`src/rtl/encoder_emulator.sv`:
```
// ============================================================================
// encoder_emulator : quadrature A/B generator, signed step count at a set rate
// Revision: 1.0
// ============================================================================
`default_nettype none

module encoder_emulator #(
  parameter int STEP_WIDTH = 8,
  parameter int DIV_WIDTH  = 16,
  parameter int POS_WIDTH  = 16
) (
  input  logic                        clk,
  input  logic                        rst,
  input  logic                        start,
  input  logic signed [STEP_WIDTH-1:0] steps,
  input  logic        [DIV_WIDTH-1:0]  period,
  output logic                        a,
  output logic                        b,
  output logic                        busy,
  output logic                        done,
  output logic signed [POS_WIDTH-1:0]  pos
);

  typedef enum logic [0:0] {
    IDLE = 1'b0,
    RUN  = 1'b1
  } state_t;

  state_t                       state_q, state_d;
  logic                         dir_q, dir_d;
  logic [STEP_WIDTH-1:0]        rem_q, rem_d;
  logic [DIV_WIDTH-1:0]         per_q, per_d;
  logic [DIV_WIDTH-1:0]         cnt_q, cnt_d;
  logic [1:0]                   phase_q, phase_d;
  logic signed [POS_WIDTH-1:0]  pos_q, pos_d;
  logic                         done_q, done_d;
  logic                         a_q, a_d;
  logic                         b_q, b_d;

  logic [STEP_WIDTH-1:0]        mag_w;
  logic [DIV_WIDTH-1:0]         per_w;

  // The most negative request has no signed magnitude but fits unsigned.
  assign mag_w = steps[STEP_WIDTH-1] ? $unsigned(-steps) : $unsigned(steps);
  assign per_w = (period == '0) ? DIV_WIDTH'(1) : period;

  always_ff @(posedge clk or negedge rst) begin
    if (!rst) begin
      state_q <= IDLE;
      dir_q   <= 1'b0;
      rem_q   <= '0;
      per_q   <= '0;
      cnt_q   <= '0;
      phase_q <= 2'd0;
      pos_q   <= '0;
      done_q  <= 1'b0;
      a_q     <= 1'b0;
      b_q     <= 1'b0;
    end else begin
      state_q <= state_d;
      dir_q   <= dir_d;
      rem_q   <= rem_d;
      per_q   <= per_d;
      cnt_q   <= cnt_d;
      phase_q <= phase_d;
      pos_q   <= pos_d;
      done_q  <= done_d;
      a_q     <= a_d;
      b_q     <= b_d;
    end
  end

  always_comb begin
    state_d = state_q;
    dir_d   = dir_q;
    rem_d   = rem_q;
    per_d   = per_q;
    cnt_d   = cnt_q;
    phase_d = phase_q;
    pos_d   = pos_q;
    done_d  = 1'b0;
    case (state_q)
      IDLE: begin
        if (start) begin
          dir_d = steps[STEP_WIDTH-1];
          rem_d = mag_w;
          per_d = per_w;
          cnt_d = per_w;
          if (mag_w == '0) begin
            done_d = 1'b1;
          end else begin
            state_d = RUN;
          end
        end
      end
      RUN: begin
        if (cnt_q == DIV_WIDTH'(1)) begin
          cnt_d   = per_q;
          phase_d = dir_q ? (phase_q - 2'd1) : (phase_q + 2'd1);
          pos_d   = dir_q ? (pos_q - POS_WIDTH'(1)) : (pos_q + POS_WIDTH'(1));
          rem_d   = rem_q - STEP_WIDTH'(1);
          if (rem_q == STEP_WIDTH'(1)) begin
            state_d = IDLE;
            done_d  = 1'b1;
          end
        end else begin
          cnt_d = cnt_q - DIV_WIDTH'(1);
        end
      end
      default: state_d = IDLE;
    endcase
    // Gray decode of the next phase, so a/b come straight from flops.
    a_d = phase_d[1] ^ phase_d[0];
    b_d = phase_d[1];
  end

  assign a    = a_q;
  assign b    = b_q;
  assign busy = (state_q == RUN);
  assign done = done_q;
  assign pos  = pos_q;

endmodule

`default_nettype wire

```
`config.mk`:
```
export PLATFORM = sky130hd
export DESIGN_NAME = encoder_emulator
export DESIGN_NICKNAME = d
export VERILOG_FILES = /design/src/rtl/encoder_emulator.sv
export SDC_FILE = /design/constraint.sdc
export NUM_CORES = 1
export LEC_CHECK = 0
export ABC_AREA = 0
export CORE_MARGIN = 4
export CORE_UTILIZATION = 50
export DETAILED_ROUTE_END_ITERATION = 12
export PLACE_DENSITY_LB_ADDON = 0.05
export SYNTH_ARGS = -nofsm -noshare
export SYNTH_HDL_FRONTEND = slang
export SYNTH_SLANG_ARGS = --single-unit
```
`constraint.sdc`:
```
create_clock -name clk -period 3.9 [get_ports clk]
set_input_delay 0.78 -clock clk [delete_from_list [all_inputs] [get_ports clk]]
set_output_delay 0.78 -clock clk [all_outputs]
set_load 0.01 [all_outputs]
```
==> results of run 1 <==
path summary, 6_finish.rpt:
path	startpoint	to	slack [ns]
setup / recovery	dir_q	pos[15]	1.19
hold / removal	per_q[0]	per_q[0]	0.48
setup reg to reg	dir_q	pos[15]	1.19
hold reg to reg	per_q[0]	per_q[0]	0.48
max in group asynchronous	rst	per_q[1]	2.75
min in group asynchronous	rst	pos[1]	0.61
power groups by stage:
stage	Combinational, µW	Clock [µW]	Sequential (µW)
floorplan	371	0	855
global placement	463	0	885
detailed placement	481	0	889
CTS	484	492	879
global route	543	524	899
finish	479	470	880
per-layer routing:
layer | part of all wire, % | routed length [µm] | up-vias | track usage, %
li1 | - | - | 1713 | -
met1 | 46 | 4280 | 1670 | 26.0
met2 | 48 | 4460 | 77 | 33.0
met3 | 4.9 | 449 | 6 | 4.14
met4 | 0.64 | 59 | 0 | 5.46
met5 | 0 | 0 | - | 0
Yosys cell counts (3+ instances only):
master / number / area (µm²)
dfrtp_1: 62 / 1550
o21ai_0: 38 / 190
xnor2_1: 21 / 184
o31ai_1: 3 / 22.5
mux2_2: 18 / 203
xor2_1: 15 / 131
o211ai_1: 5 / 37.5
nand4_1: 6 / 37.5
nor2_1: 27 / 101
nand2_1: 49 / 184
buf_2: 3 / 15.0
inv_1: 12 / 45.0
clkbuf_1: 20 / 75.1
a211oi_1: 13 / 97.6
o21bai_1: 3 / 22.5
a21oi_1: 28 / 140
nor4_1: 8 / 50.1
nand2b_1: 4 / 25.0
a21o_1: 5 / 37.5
mux2i_1: 14 / 140
nor3b_1: 4 / 30.0
nor2b_1: 13 / 81.3
nand3_1: 10 / 50.1
nor3_1: 10 / 50.1
ha_1: 19 / 238
cell type report:
cell class,count,area (µm²),area share [%]
clock inverter,5,27.5,0.568
sequential,62,1550,32.0
multi-input combinational,354,2460,50.8
timing repair buffer,52,500,10.3
inverter,12,45.0,0.929
clock buffer,10,128,2.63
tap,105,131,2.71
kinds of logic after synthesis:
kind of cell / synth area share [%]
AOI/OAI and AO/OA: 17.6
DFF: 37.3
buffers and inverters: 3.55
adders and majority gates: 6.19
muxes: 8.23
xor gates and xnor gates: 7.57
and+or+nand+nor: 19.6
state kept, by name (all words and copies together) (netlist names):
register  count
phase_q       1
per_q        16
done          1
pos          16
b             1
dir_q         1
rem_q         8
a             1
busy          1
cnt_q        16
layout by cell type, fill, tap and decap left out, types with 6 or more instances in the layout:
cell type | netlist | layout
clkdlybuf4s50_1 | 0 | 45
xor2_1 | 15 | 15
mux2i_1 | 14 | 14
dfrtp_1 | 62 | 62
o21ai_0 | 38 | 38
buf_4 | 1 | 6
mux2_2 | 18 | 18
a211oi_1 | 13 | 13
a21oi_1 | 28 | 28
nand4_1 | 6 | 6
nor3_1 | 10 | 10
inv_1 | 12 | 12
nor2_1 | 27 | 27
nand2_1 | 49 | 49
clkbuf_8 | 0 | 9
ha_1 | 19 | 19
nor4_1 | 8 | 8
nand3_1 | 10 | 10
xnor2_1 | 21 | 21
nor2b_1 | 13 | 13
worst min-delay path, stage by stage (launching register included):
cell     delay (ns)
dfrtp_1        0.34
nand2_1        0.04
o21ai_0        0.06
through the flow:
stage / power, µW / hold slack, ns / cell area (µm²)
4_1_cts: 1850 / 0.489 / 4850
6_report: 1830 / 0.484 / 4850
2_1_floorplan: 1230 / 0.450 / 4160
3_5_place_dp: 1370 / 0.473 / 4690
5_1_grt: 1970 / 0.529 / 4850
3_3_place_gp: 1350 / 0.464 / 4690
==> impl_metrics.json, run 1 <==
{
  "rsz0062_at_grt": "no",
  "preCtsSetupSlack_ns": 1.01,
  "remaining_drc_errors": 0,
  "timing.max_cap.violations": 0,
  "peakVddDrop_mv": 0.229,
  "clk_latency_ns": 0.34,
  "yosysWarnings": 0,
  "cpPeakStageDelay_ns": 0.92,
  "timing_hold_violations_final": 0,
  "final_core_utilization_pct": 59.3,
  "routedWlPerCell_um": 15.4,
  "path_delay_family": "flip-flops",
  "min_period_over_period_pct": 69.4,
  "cts.reportedPaths.clkPinSlew_ns": 0.07,
  "worst_setup_path_start_kind": "register",
  "drt_pre_antenna_iters": 4,
  "final_max_slew_viol_count": 0,
  "critical_path_cell_count": 7,
  "number_of_buffers_added_on_ports": 46,
  "cellInternalPower_uw": 1210,
  "power_per_cell_area_nw_per_um2": 377,
  "whs_path_depth": 2,
  "synth.distinct_cells": 60,
  "die_h_um": 99.3,
  "post-route-worst-setup-slack_ns": 1.19,
  "finalNetCount": 538,
  "die_w_um": 99.3,
  "placement_rows": 33,
  "reg2regPathDepth": 7,
  "fillers": 744,
  "power.share.combinational_pct": 26.2,
  "critical_path.n_buffers_inverters": 0,
  "maxClockFrequency_mhz": 369,
  "floorplan.die_area_um2": 9850,
  "power_leakage_uw": 0.00205,
  "clkPwrFrac_pct": 25.7,
  "hold_buffers": 0,
  "p_switching_uw": 617,
  "globalRoute.totalOverflow": 0,
  "detailedPlacementHpwl_um": 6400,
  "switching_share_pct": 33.7,
  "yosysSeqAreaShare_pct": 37.3,
  "groute.usage.overall_pct": 19.8,
  "cts_num_sinks": 62,
  "clock_tree_from_tritoncts": "yes",
  "buffer_depth_of_the_longest_clock_path": 2,
  "ys_dominant_reg_cell": "dfrtp_1",
  "hold_path_class": "reg2reg",
  "vias_per_cell": 5.78,
  "syn_nets": 500,
  "grt_start_max_net_pins": 63,
  "worst_path_max_delay_cell": "dfrtp_1",
  "detail_route.iter0.violations": 159,
  "pin_count": 47,
  "cts_setup_buffers": 0,
  "floorplan.initialDensity_pct": 50.9,
  "critical_path_arrival_ns": 2.92,
  "grt_antenna_before_repair": 0,
  "finClkSkew_ns": 0.00899,
  "area_growth_syn_to_layout_pct": 16.4,
  "detail-route-antenna-nets": 0,
  "clock-root-buffer": "clkbuf_8",
  "async_flop_share_pct": 100,
  "synth_cells": 453,
  "yosys_register_bits": 62,
  "critPathRequiredTime_ns": 4.11,
  "tightest_slew_ns": 1.05,
  "grt_pass1_wl_um": 16000,
  "first_global_vias": 3385,
  "finalSetupTns_ns": 0,
  "avgSynthCellArea_um2": 9.19,
  "criticalPathCategory": "reg2reg",
  "detailroute.via_count": 3466,
  "post_route_cells_drive_above_1_share_pct": 9.70,
  "count_of_endpoints_failing_setup_in_the_final_report": 0,
  "gp_congestion": 0.796,
  "numPlacedInstances": 585,
  "outcome": "finished clean",
  "endpoint_kind": "register",
  "slew_headroom_pct": 29.8,
  "final_cells": 600,
  "p_seq_share_pct": 48.1,
  "worstPathCellList": "ha_1 > a21oi_1 > o311a_1 > o21a_1 > nand2b_1 > mux2i_1 > nand3_1",
  "post_cts.resized_instances": 0,
  "floorplan.core_area_um2": 8180,
  "syn_area_um2": 4160,
  "critical_path.max_fanout": 26,
  "postRouteWirelength_um": 9250,
  "number_of_flops_mapped_to_enable_cells_by_yosys": 0,
  "cts-htree-levels": 3,
  "ant_diodes": 0,
  "post-route-min-period_ns": 2.71,
  "cts_buffers": 9
}
Power figures use the tool's default switching activity.
==> run 2, diff against run 1 <==
==> constraint.sdc (replaced) <==
create_clock -name clk -period 2.25 [get_ports clk]
set_input_delay 0.45 -clock clk [delete_from_list [all_inputs] [get_ports clk]]
set_output_delay 0.45 -clock clk [all_outputs]
set_load 0.01 [all_outputs]
==> run 2 against run 1 <==
Against the previous run:
- clock power is 140% higher
- sequential share of layout area down 2.5 points
- non-clock buffer count increased by 37
- critical path type unchanged
- combinational power grew 94%
- clock-buffer cell count increased by 3
- first-iteration DRC count shrank 22%
- sequential power grew 72%
- maximum frequency grew 23%
==> impl_metrics.json, run 2 (synthesized netlist as in run 1, its figures left out) <==
{
  "detail-route-antenna-nets": 0,
  "rsz0062_at_grt": "yes",
  "fillers": 672,
  "count_of_endpoints_failing_setup_in_the_final_report": 0,
  "routedWlPerCell_um": 15.1,
  "reg2reg_to": "pos[15]",
  "gp_congestion": 0.808,
  "pin_count": 47,
  "grt_start_max_net_pins": 63,
  "timing.max_cap.violations": 0,
  "buffer_depth_of_the_longest_clock_path": 2,
  "timing_hold_violations_final": 0,
  "power_leakage_uw": 0.00227,
  "worst_setup_path_start_kind": "register",
  "first_global_vias": 3606,
  "endpoint_kind": "register",
  "remaining_drc_errors": 0,
  "cts_buffers": 9,
  "reg2reg_setup_slack_ns": 0.05,
  "post-route-worst-setup-slack_ns": 0.0515,
  "cts_setup_buffers": 0,
  "detailroute.via_count": 3600,
  "floorplan.initialDensity_pct": 50.9,
  "critical_path.max_fanout": 8,
  "drt_pre_antenna_iters": 4,
  "power_per_cell_area_nw_per_um2": 683,
  "groute.usage.overall_pct": 20.8,
  "cts.reportedPaths.clkPinSlew_ns": 0.08,
  "fin_hold_ws_ns": 0.108,
  "floorplan.core_area_um2": 8180,
  "floorplan.die_area_um2": 9850,
  "placement_rows": 33,
  "outcome": "finished clean",
  "cts_num_sinks": 62,
  "vias_per_cell": 5.64,
  "min_period_over_period_pct": 97.7,
  "peakVddDrop_mv": 0.490,
  "worst_r2r_startpoint": "dir_q",
  "finClkSkew_ns": 0.0130,
  "preCtsSetupSlack_ns": -0.133,
  "grt_pass1_wl_um": 16900,
  "area_growth_syn_to_layout_pct": 26.2,
  "grt_antenna_before_repair": 0,
  "die_h_um": 99.3,
  "detailedPlacementHpwl_um": 6910,
  "slew_headroom_pct": 70.8,
  "criticalPathCategory": "reg2reg",
  "number_of_buffers_added_on_ports": 46,
  "critPathRequiredTime_ns": 2.53,
  "clock-root-buffer": "clkbuf_8",
  "placed_cell_area_um2": 4980,
  "stdcell_area_um2": 5260,
  "maxClockFrequency_mhz": 455,
  "post_route_cells_drive_above_1_share_pct": 17.4,
  "cts-htree-levels": 3,
  "globalRoute.totalOverflow": 0,
  "finalNetCount": 575,
  "final_core_utilization_pct": 64.3,
  "tightest_slew_ns": 0.437,
  "detail_route.iter0.violations": 124,
  "ant_diodes": 0,
  "clock_tree_from_tritoncts": "yes",
  "post-route-min-period_ns": 2.20,
  "hold_path_class": "in2async",
  "postRouteWirelength_um": 9650,
  "reg2regPathDepth": 7,
  "layout_commonest_cell": "dfrtp_1",
  "clk_latency_ns": 0.34,
  "final_max_slew_viol_count": 0,
  "die_w_um": 99.3,
  "final_cell_mix": "61 x dfrtp_1, 49 x nand2_1, 45 x clkdlybuf4s50_1, 41 x buf_4, 37 x o21ai_0",
  "critical_path_arrival_ns": 2.48
}
==> run 2: cell types whose count changed in the layout (fill, tap and decap cells not counted), sizes merged <==
cell / before / now
buf: 7 / 44
clkbuf: 10 / 13
bufinv: 0 / 2
clkinvlp: 1 / 0
clkinv: 4 / 1
==> run 2: per-layer routing <==
| layer | vias up | routed length (µm) | track usage (%) |
|---|---|---|---|
| li1 | 1793 | - | - |
| met1 | 1752 | 4550 | 26.9 |
| met2 | 53 | 4740 | 35.6 |
| met3 | 2 | 304 | 4.63 |
| met4 | 0 | 49 | 4.62 |
| met5 | - | 0 | 0 |
==> run 2: worst max-delay path by stage <==
stage             start      end  slack (ns)
2_1_floorplan     dir_q  pos[15]        0.03
3_3_place_gp   steps[1]     busy       -0.13
3_5_place_dp   steps[1]     busy       -0.13
4_1_cts           dir_q  pos[15]        0.03
5_1_grt           dir_q  pos[15]       -0.04
6_report          dir_q  pos[15]        0.05
==> run 2: timing repair <==
item                                    in CTS  in global routing
endpoints found under the setup margin       1                  8
gates resized for setup                      1                  9
hold buffers                                 0                  0
cloned                                       0                  0
==> run 2: report_power, final <==
| group | leakage [µW] | switching (µW) | internal (µW) |
|---|---|---|---|
| logic | 0.00139 | 446 | 481 |
| clock network | 0.000120 | 436 | 714 |
| registers | 0.000769 | 221 | 1290 |
| total | 0.00227 | 1100 | 2490 |
==> run 2: critical path: stages, from the launching register on <==
cell and delay (ns):
dfrtp_2 0.49, ha_1 0.36, nor2_1 0.08, o311a_1 0.36, o21a_1 0.21, nand2b_2 0.23, o311a_1 0.35, nand3_1 0.08
==> run 2: layout make-up <==
type                    count  area, µm²  share of cell area (%)
multi-input cells         354       2500                    47.5
flip-flops and latches     62       1550                    29.5
repair buffers             89        795                    15.1
clock buffers              13        169                    3.21
well taps                 105        131                    2.50
clock inverters             3       65.1                    1.24
inverters                  12       45.0                   0.857
==> run 2: through the flow <==
stage               TNS [ns]  instances  total power, µW
finish                     0        638             3590
global route         -0.0676        638             3820
CTS                        0        638             3620
detailed placement    -0.195        622             2440
global placement      -0.180        622             2410
floorplan                  0        453             2130
